===== config.mk =====
export PLATFORM = sky130hd
export DESIGN_NAME = mem_stage
export DESIGN_NICKNAME = d
export VERILOG_FILES = /design/src/rtl/mem_stage.sv
export SDC_FILE = /design/constraint.sdc
export NUM_CORES = 1
export LEC_CHECK = 0
export ABC_AREA = 1
export CORE_ASPECT_RATIO = 0.75
export CORE_UTILIZATION = 30
export DETAILED_ROUTE_END_ITERATION = 12
export PLACE_DENSITY = 0.45
export SETUP_SLACK_MARGIN = 0.05
export SLEW_MARGIN = 10
export SYNTH_ARGS = -nofsm -noshare
export SYNTH_HDL_FRONTEND = slang
export SYNTH_SLANG_ARGS = --single-unit

===== constraint.sdc =====
create_clock -name clk -period 2.63 [get_ports clk]
set_clock_uncertainty 0.2 [all_clocks]
set_input_delay 0.3945 -clock clk [delete_from_list [all_inputs] [get_ports clk]]
set_output_delay 0.3945 -clock clk [all_outputs]
set_load 0.01 [all_outputs]

===== src/rtl/mem_stage.sv =====
// Memory stage of a small 8-bit pipeline: EX/MEM and MEM/WB registers around a
// DEPTH x 8 data memory, with stall/flush control and a sticky out-of-range flag.
module mem_stage #(
  parameter int DEPTH = 32
) (
  input  logic       clk,
  input  logic       rst,
  input  logic       EX_RegWrite,
  input  logic       EX_MemRead,
  input  logic       EX_MemWrite,
  input  logic [7:0] EX_alu_res,
  input  logic [7:0] EX_store_data,
  input  logic [4:0] EX_writereg,
  input  logic       stall,
  input  logic       flush,
  output logic       WB_RegWrite,
  output logic [7:0] WB_wb_data,
  output logic [4:0] WB_writereg,
  output logic       mem_err
);

  localparam int AW = (DEPTH > 1) ? $clog2(DEPTH) : 1;

  function automatic logic in_range(input logic [7:0] a);
    return ({1'b0, a} < 9'(DEPTH));
  endfunction

  logic       rw_p0;
  logic       mr_p0;
  logic       mw_p0;
  logic [7:0] alu_p0;
  logic [7:0] sd_p0;
  logic [4:0] wr_p0;

  logic [7:0] mem [DEPTH];

  logic          addr_ok;
  logic          is_load;
  logic          do_write;
  logic [AW-1:0] addr;
  logic [7:0]    rd_data;
  logic [7:0]    wb_next;

  // EX -> MEM boundary
  always_ff @(posedge clk) begin
    if (!rst) begin
      rw_p0  <= 1'b0;
      mr_p0  <= 1'b0;
      mw_p0  <= 1'b0;
      alu_p0 <= '0;
      sd_p0  <= '0;
      wr_p0  <= '0;
    end else if (!stall) begin
      if (flush) begin
        rw_p0  <= 1'b0;
        mr_p0  <= 1'b0;
        mw_p0  <= 1'b0;
        alu_p0 <= '0;
        sd_p0  <= '0;
        wr_p0  <= '0;
      end else begin
        rw_p0  <= EX_RegWrite;
        mr_p0  <= EX_MemRead;
        mw_p0  <= EX_MemWrite;
        alu_p0 <= EX_alu_res;
        sd_p0  <= EX_store_data;
        wr_p0  <= EX_writereg;
      end
    end
  end

  // A load that is also a store is treated purely as a store.
  always_comb begin
    addr     = alu_p0[AW-1:0];
    addr_ok  = in_range(alu_p0);
    is_load  = mr_p0 & ~mw_p0;
    rd_data  = addr_ok ? mem[addr] : 8'h00;
    wb_next  = is_load ? rd_data : alu_p0;
    do_write = ~stall & mw_p0 & addr_ok;
  end

  always_ff @(posedge clk) begin
    if (!rst) begin
      mem <= '{default: 8'h00};
    end else if (do_write) begin
      mem[addr] <= sd_p0;
    end
  end

  always_ff @(posedge clk) begin
    if (!rst) begin
      mem_err <= 1'b0;
    end else if (!stall && (mr_p0 || mw_p0) && !addr_ok) begin
      mem_err <= 1'b1;
    end
  end

  // MEM -> WB boundary
  always_ff @(posedge clk) begin
    if (!rst) begin
      WB_RegWrite <= 1'b0;
      WB_wb_data  <= '0;
      WB_writereg <= '0;
    end else if (!stall) begin
      WB_RegWrite <= rw_p0 & (wr_p0 != 5'd0);
      WB_wb_data  <= wb_next;
      WB_writereg <= wr_p0;
    end
  end

endmodule


==> flow_summary_export.csv, run 1 <==
group,metric,value,unit
status,outcome,"finished clean",
worst_setup_path,crit_buf_inv,2,
final_layout,layout-drive-gt1-share,5.687,%
timing,max_freq,406.8,MHz
drt,wl_per_cell,16.06,um
placed_design,hpwl,26250,um
drt,drt_iter0_markers,709,
final_layout,fin_util,35.35,%
final_layout,layout_commonest_cell,"nand2_1",
worst_setup_path,cp_cell_sequence,"clkinv_2, buf_12, nor3_4, nand2_1, o21ai_0, a21oi_1",
synth,yosysSeqAreaShare,44.06,%
clock_network,cts_sinks,295,
floorplanning,dieArea,0.04553,sq mm
placed_design,io_buffers,42,
final_layout,fill_cells,4732,
global_routing,grt_usage,18.81,%
clock_network,root_buffer,"clkbuf_16",
clock_network,cts_tree,"done",
worst_setup_path,cpMaxStageDelayCell,"dfxtp_4",
placed_design,routabilityCongestion,0.8007,
final_layout,area_growth,15.22,%
final_layout,stdcell_area,0.01544,sq mm
clock_network,cts.clk_slew.worst_paths,0.06,ns
worst_setup_path,required,2.89,ns
timing,drv_slew,0,
clock_network,ctsLongestPathBuffers,3,
worst_setup_path,critPathKind,"register to register",
pwr,peakVddDrop,0.4635,mV
global_routing,grt_pass1_wl,66920,um
timing,setup_slack,0.1717,ns
drt,vias,12250,
drt,ant_nets,0,
floorplanning,die_x,246.1,um
clock_network,htree_levels,1,
timing,max_slew_margin,42.98,%
synth,netlist-cell-type-count,18,
synth,synth.ff_latch_count,295,
final_layout,final_cell_mix,"nand2_1 (715), o21ai_0 (297), dfxtp_1 (293), a21oi_1 (240), inv_1 (207)",
worst_hold_path,min_path_type,"primary input to register",
clock_network,cts_made_buffers,31,
timing,rsz0062_at_grt,"yes",
synth,netlist_area,0.01340,sq mm
global_routing,grt-ovfl-total,0,
timing,period_needed,2.458,ns
clock_network,clk_latency,0.58,ns
worst_setup_path,arrival,2.72,ns
drt,drc,0,
timing,worst_pin_slew,0.8552,ns
floorplanning,initial_core_util,30.68,%
timing,hold_viol,0,
synth,ys_warn_count,0,
timing,period_share,93.47,%
global_routing,grt_pass1_vias,11470,
floorplanning,die_h,185.1,um
worst_setup_path,end_kind,"register",
floorplanning,num_io_pins,43,
synth,synth.avg_cell_area,6.481,sq um
floorplanning,core,0.04368,sq mm
floorplanning,row_count,66,
worst_setup_path,critical_path.top_delay_family,"simple AND/OR/NAND/NOR gates",
drt,drt-total-wl,42610,um
final_layout,antennaDiodeCount,0,
global_routing,antenna_found_initial,0,
synth,synthCells,2068,
pwr,p_leak,6.230,nW
timing,finalSetupViolCount,0,
flow_run,drv_cap,0,
final_layout,nets,2081,
drt,first_pass_iters,5,
placed_design,post_dp_cell_area,0.01444,sq mm
drt,viasPerCell,4.618,
worst_setup_path,cp_max_fo,49,
pwr,power_density,608.0,mW/mm^2
worst_setup_path,max_stage_delay,0.55,ns
worst_setup_path,startpoint_type,"register",
synth,synthesis.nets,2096,
placed_design,pre_cts_ws,-0.01656,ns
global_routing,grt_max_degree,202,
==> timing repair <==
item,4_1_cts,5_1_grt
hold buffers,1,0
setup buffers,0,0
endpoints found under the hold margin,7,0
gates resized for setup,0,2
endpoints found under the setup margin,0,21
==> layout make-up <==
class                   count  area [sq um]  area share, %
clock buffers              43         900.9          5.834
clock inverters            12         88.84         0.5753
inverters                 216         812.0          5.258
multi-input cells        1417          6082          39.39
flip-flops and latches    295          5911          38.28
well taps                 578         723.2          4.683
repair buffers             92         924.6          5.988
==> cells by family (layout without fill, tap and decap cells) <==
family,Yosys count,after routing,share of synthesized area [%]
simple gates,878,878,25.17
compound gates,539,539,20.17
buf+inv,356,363,10.60
flops,295,295,44.06
==> worst reg2reg max path, stage by stage, from the launching register on <==
cell      delay, ns
dfxtp_4        0.55
clkinv_2       0.18
buf_12         0.23
nor3_4         0.43
nand2_1        0.40
o21ai_0        0.29
a21oi_1        0.06
==> sequential cells by signal (all words and copies together), names as in the netlist <==
| name | count |
|---|---|
| sd_p0 | 8 |
| rw_p0 | 1 |
| WB_RegWrite | 1 |
| WB_writereg | 5 |
| mr_p0 | 1 |
| mem | 256 |
| wr_p0 | 5 |
| mw_p0 | 1 |
| WB_wb_data | 8 |
| mem_err | 1 |
| alu_p0 | 8 |
==> path summary, 6_finish.rpt <==
| kind | startpoint | to | cells past startpoint | slack [ns] |
|---|---|---|---|---|
| worst min-delay path | EX_alu_res[1] | alu_p0[1]$_SDFFE_PN0N_ | 3 | 0.16 |
| worst max register to register | alu_p0[0]$_SDFFE_PN0N_ | mem[148]$_SDFFE_PN0P_ | 6 | 0.17 |
| worst min register to register | mem[161]$_SDFFE_PN0P_ | mem[161]$_SDFFE_PN0P_ | 2 | 0.24 |
| worst max-delay path | alu_p0[0]$_SDFFE_PN0N_ | mem[148]$_SDFFE_PN0P_ | 6 | 0.17 |
==> stage by stage <==
| step | cells | hold WS, ns | total power, mW | TNS (ns) |
|---|---|---|---|---|
| after floorplan | 2068 | 0.2237 | 4.911 | 0 |
| after global placement | 2597 | 0.2320 | 5.141 | 0 |
| after detailed placement | 2597 | 0.2365 | 5.142 | -0.07686 |
| after CTS | 2653 | 0.1271 | 9.537 | 0 |
| after global routing | 2653 | 0.1548 | 9.748 | -0.1441 |
| final | 2653 | 0.1598 | 9.388 | 0 |
==> per-layer routing <==
metal	vias up	track usage [%]	routed length (um)
met1	5570	29.04	23280
met3	51	2.666	1570
met5	-	0	0
met4	0	3.553	703
met2	196	27.30	17060
li1	6435	-	-
==> synth_stat cells <==
cell,count,area [sq um]
o211ai_1,1,7.510
nor3_1,8,40.04
buf_2,55,275.3
buf_6,1,11.26
buf_1,5,18.77
nor2_1,148,555.5
inv_2,7,26.28
nor3_4,4,65.06
inv_1,208,780.8
o41ai_1,1,8.760
buf_4,2,15.01
clkinv_1,1,3.750
clkbuf_1,77,289.0
o21ai_0,297,1486
nand2_1,717,2691
a21oi_1,240,1201
nand4_4,1,21.27
dfxtp_1,295,5906
==> power breakdown <==
| part | switching [mW] | total [mW] | internal (mW) | leakage (nW) |
|---|---|---|---|---|
| registers | 0.0274 | 4.53 | 4.50 | 2.38 |
| clock network | 1.88 | 4.34 | 2.47 | 0.502 |
| logic | 0.353 | 0.518 | 0.165 | 3.35 |
No activity file was read; power rests on OpenSTA's default activity.
==> inputs of run 2 (changes only) <==
--- a/config.mk
+++ b/config.mk
@@ -7,9 +7,9 @@
 export LEC_CHECK = 0
 export ABC_AREA = 1
 export CORE_ASPECT_RATIO = 0.75
-export CORE_UTILIZATION = 30
+export CORE_UTILIZATION = 61
 export DETAILED_ROUTE_END_ITERATION = 12
-export PLACE_DENSITY = 0.45
+export PLACE_DENSITY = 0.79
 export SETUP_SLACK_MARGIN = 0.05
 export SLEW_MARGIN = 10
 export SYNTH_ARGS = -nofsm -noshare
==> run 2 against run 1 <==
Sequential power hardly changed. Combinational power is 7.7% lower. Non-clock buffer count is 10 lower. Setup slack better by 0.18 ns. Sequential cell count stayed put. Via count is 3.7% higher. Maximum frequency is 7.7% higher. Critical path type unchanged. Critical path depth is 6 higher. Highest routed layer unchanged. Worst hold slack worse by 0.090 ns. Cell area is 3.1% lower.
==> flow_summary_export.csv, run 2 (synthesis gave the netlist of run 1 again) <==
group,metric,value,unit
timing,finalSetupViolCount,0,
clock_network,cts_sinks,295,
timing,drv_slew,0,
timing,period_needed,2.282,ns
clock_network,root_buffer,"clkbuf_16",
worst_setup_path,cp_max_fo,61,
final_layout,area_growth,11.68,%
clock_network,ctsResizeCount,0,
timing,fin_setup_tns,0,ns
floorplanning,num_io_pins,43,
worst_setup_path,arrival,2.56,ns
placed_design,io_buffers,42,
clock_network,ctsLongestPathBuffers,3,
pwr,p_leak,6.152,nW
final_layout,antennaDiodeCount,0,
worst_setup_path,cpMaxStageDelayCell,"buf_4",
drt,viasPerCell,5.408,
clock_network,htree_levels,1,
drt,drt-total-wl,36010,um
global_routing,grt-ovfl-total,0,
clock_network,cts_made_buffers,28,
final_layout,nets,2068,
drt,first_pass_iters,6,
worst_setup_path,critPathKind,"register to register",
timing,max_freq,438.1,MHz
global_routing,grt_usage,32.02,%
clock_network,cts.clk_slew.worst_paths,0.07,ns
pwr,power_density,618.1,mW/mm^2
worst_setup_path,required,2.91,ns
drt,drc,0,
timing,hold_viol,0,
pwr,fin_total_pwr,9.251,mW
floorplanning,die_h,130.4,um
global_routing,grt_pass1_vias,11380,
timing,worst_pin_slew,0.7535,ns
clock_network,cts_tree,"done",
drt,drt_iter0_markers,1470,
placed_design,routabilityCongestion,0.8443,
worst_setup_path,end_kind,"register",
worst_setup_path,cp_cell_sequence,"clkinv_2, buf_4, nand2_1, nand2_1, nand2_1, nand2_1, nand2_1, nand2_1, nor2_1, nand2_1, nand2_1, a21oi_1",
clock_network,clk_latency,0.55,ns
global_routing,grt_max_degree,155,
global_routing,antenna_found_initial,0,
floorplanning,core,0.02135,sq mm
floorplanning,die_x,173.2,um
final_layout,final_cell_mix,"nand2_1 (717), o21ai_0 (297), dfxtp_1 (293), a21oi_1 (240), inv_1 (207)",
worst_hold_path,min_path_type,"primary input to register",
timing,period_share,86.78,%
clock_network,hold_buffers,0,
drt,vias,12710,
status,outcome,"finished clean",
clock_network,cts_setup_buffers,0,
drt,ant_nets,0,
flow_run,drv_cap,0,
timing,rsz0062_at_grt,"no",
floorplanning,dieArea,0.02257,sq mm
timing,max_slew_margin,49.71,%
worst_setup_path,crit_buf_inv,2,
final_layout,stdcell_count,2350,
worst_setup_path,cp_common_cell,"nand2_1",
worst_setup_path,critical_path.top_delay_family,"simple AND/OR/NAND/NOR gates",
floorplanning,initial_core_util,62.77,%
placed_design,hpwl,22200,um
global_routing,grt_pass1_wl,58550,um
placed_design,dp.cells,2298,
worst_setup_path,max_stage_delay,0.56,ns
final_layout,layout-drive-gt1-share,5.044,%
floorplanning,row_count,46,
final_layout,largest_reg_flops,256,
final_layout,top_register,"mem",
worst_setup_path,startpoint_type,"register",
pwr,peakVddDrop,0.4705,mV
final_layout,layout_commonest_cell,"nand2_1",
drt,wl_per_cell,15.32,um
final_layout,fill_cells,1822,
[run 2: cell types whose count changed in the layout (fill, tap and decap cells not counted), sizes merged]
cell and delta:
bufinv +2, buf -9, clkinv -2, clkbuf -2
inv -1, dlygate4sd3 -1
[run 2: worst register-to-register path: stages, from the launching register on]
cell      delay (ns)
dfxtp_4         0.37
clkinv_2        0.05
buf_4           0.56
nand2_1         0.27
nand2_1         0.12
nand2_1         0.05
nand2_1         0.06
nand2_1         0.07
nand2_1         0.07
nor2_1          0.09
nand2_1         0.10
nand2_1         0.07
a21oi_1         0.14
[run 2: metrics by stage]
step	utilization [%]	worst slack, ns	cell area, sq um	hold slack [ns]
after floorplan	-	0.6772	13400	0.2237
after global placement	65.54	0.1053	13990	0.2300
after detailed placement	65.54	0.04113	13990	0.2342
after CTS	70.09	0.3868	14970	0.05948
after global routing	70.10	0.1822	14970	0.08161
final	70.10	0.3476	14970	0.06993
[run 2: layout make-up]
class	instances	area [sq um]	area share, %
timing repair buffer	82	834.6	5.576
inverter	216	812.0	5.425
tap	288	360.3	2.407
clock inverter	11	130.1	0.8693
multi-input combinational	1417	6080	40.62
clock buffer	41	840.8	5.617
sequential	295	5911	39.49
[run 2: power breakdown]
group | switching, mW | internal, mW | total, mW
sequential | 0.0357 | 4.50 | 4.53
clock | 1.74 | 2.50 | 4.24
combinational | 0.323 | 0.156 | 0.478
[run 2: final timing paths]
path	slack, ns	from	to	depth (start not counted)
min	0.07	rst	WB_wb_data[3]$_SDFFE_PN0N_	3
max reg2reg	0.35	alu_p0[0]$_SDFFE_PN0N_	WB_wb_data[7]$_SDFFE_PN0N_	12
min reg2reg	0.24	mem[175]$_SDFFE_PN0P_	mem[175]$_SDFFE_PN0P_	2
max	0.35	alu_p0[0]$_SDFFE_PN0N_	WB_wb_data[7]$_SDFFE_PN0N_	12
[run 2: layer usage]
| metal | track usage, % | share of wire, % |
|---|---|---|
| met1 | 45.90 | 46 |
| met2 | 50.26 | 44 |
| met3 | 4.167 | 8.4 |
| met4 | 10.62 | 2.1 |
| met5 | 0 | 0 |
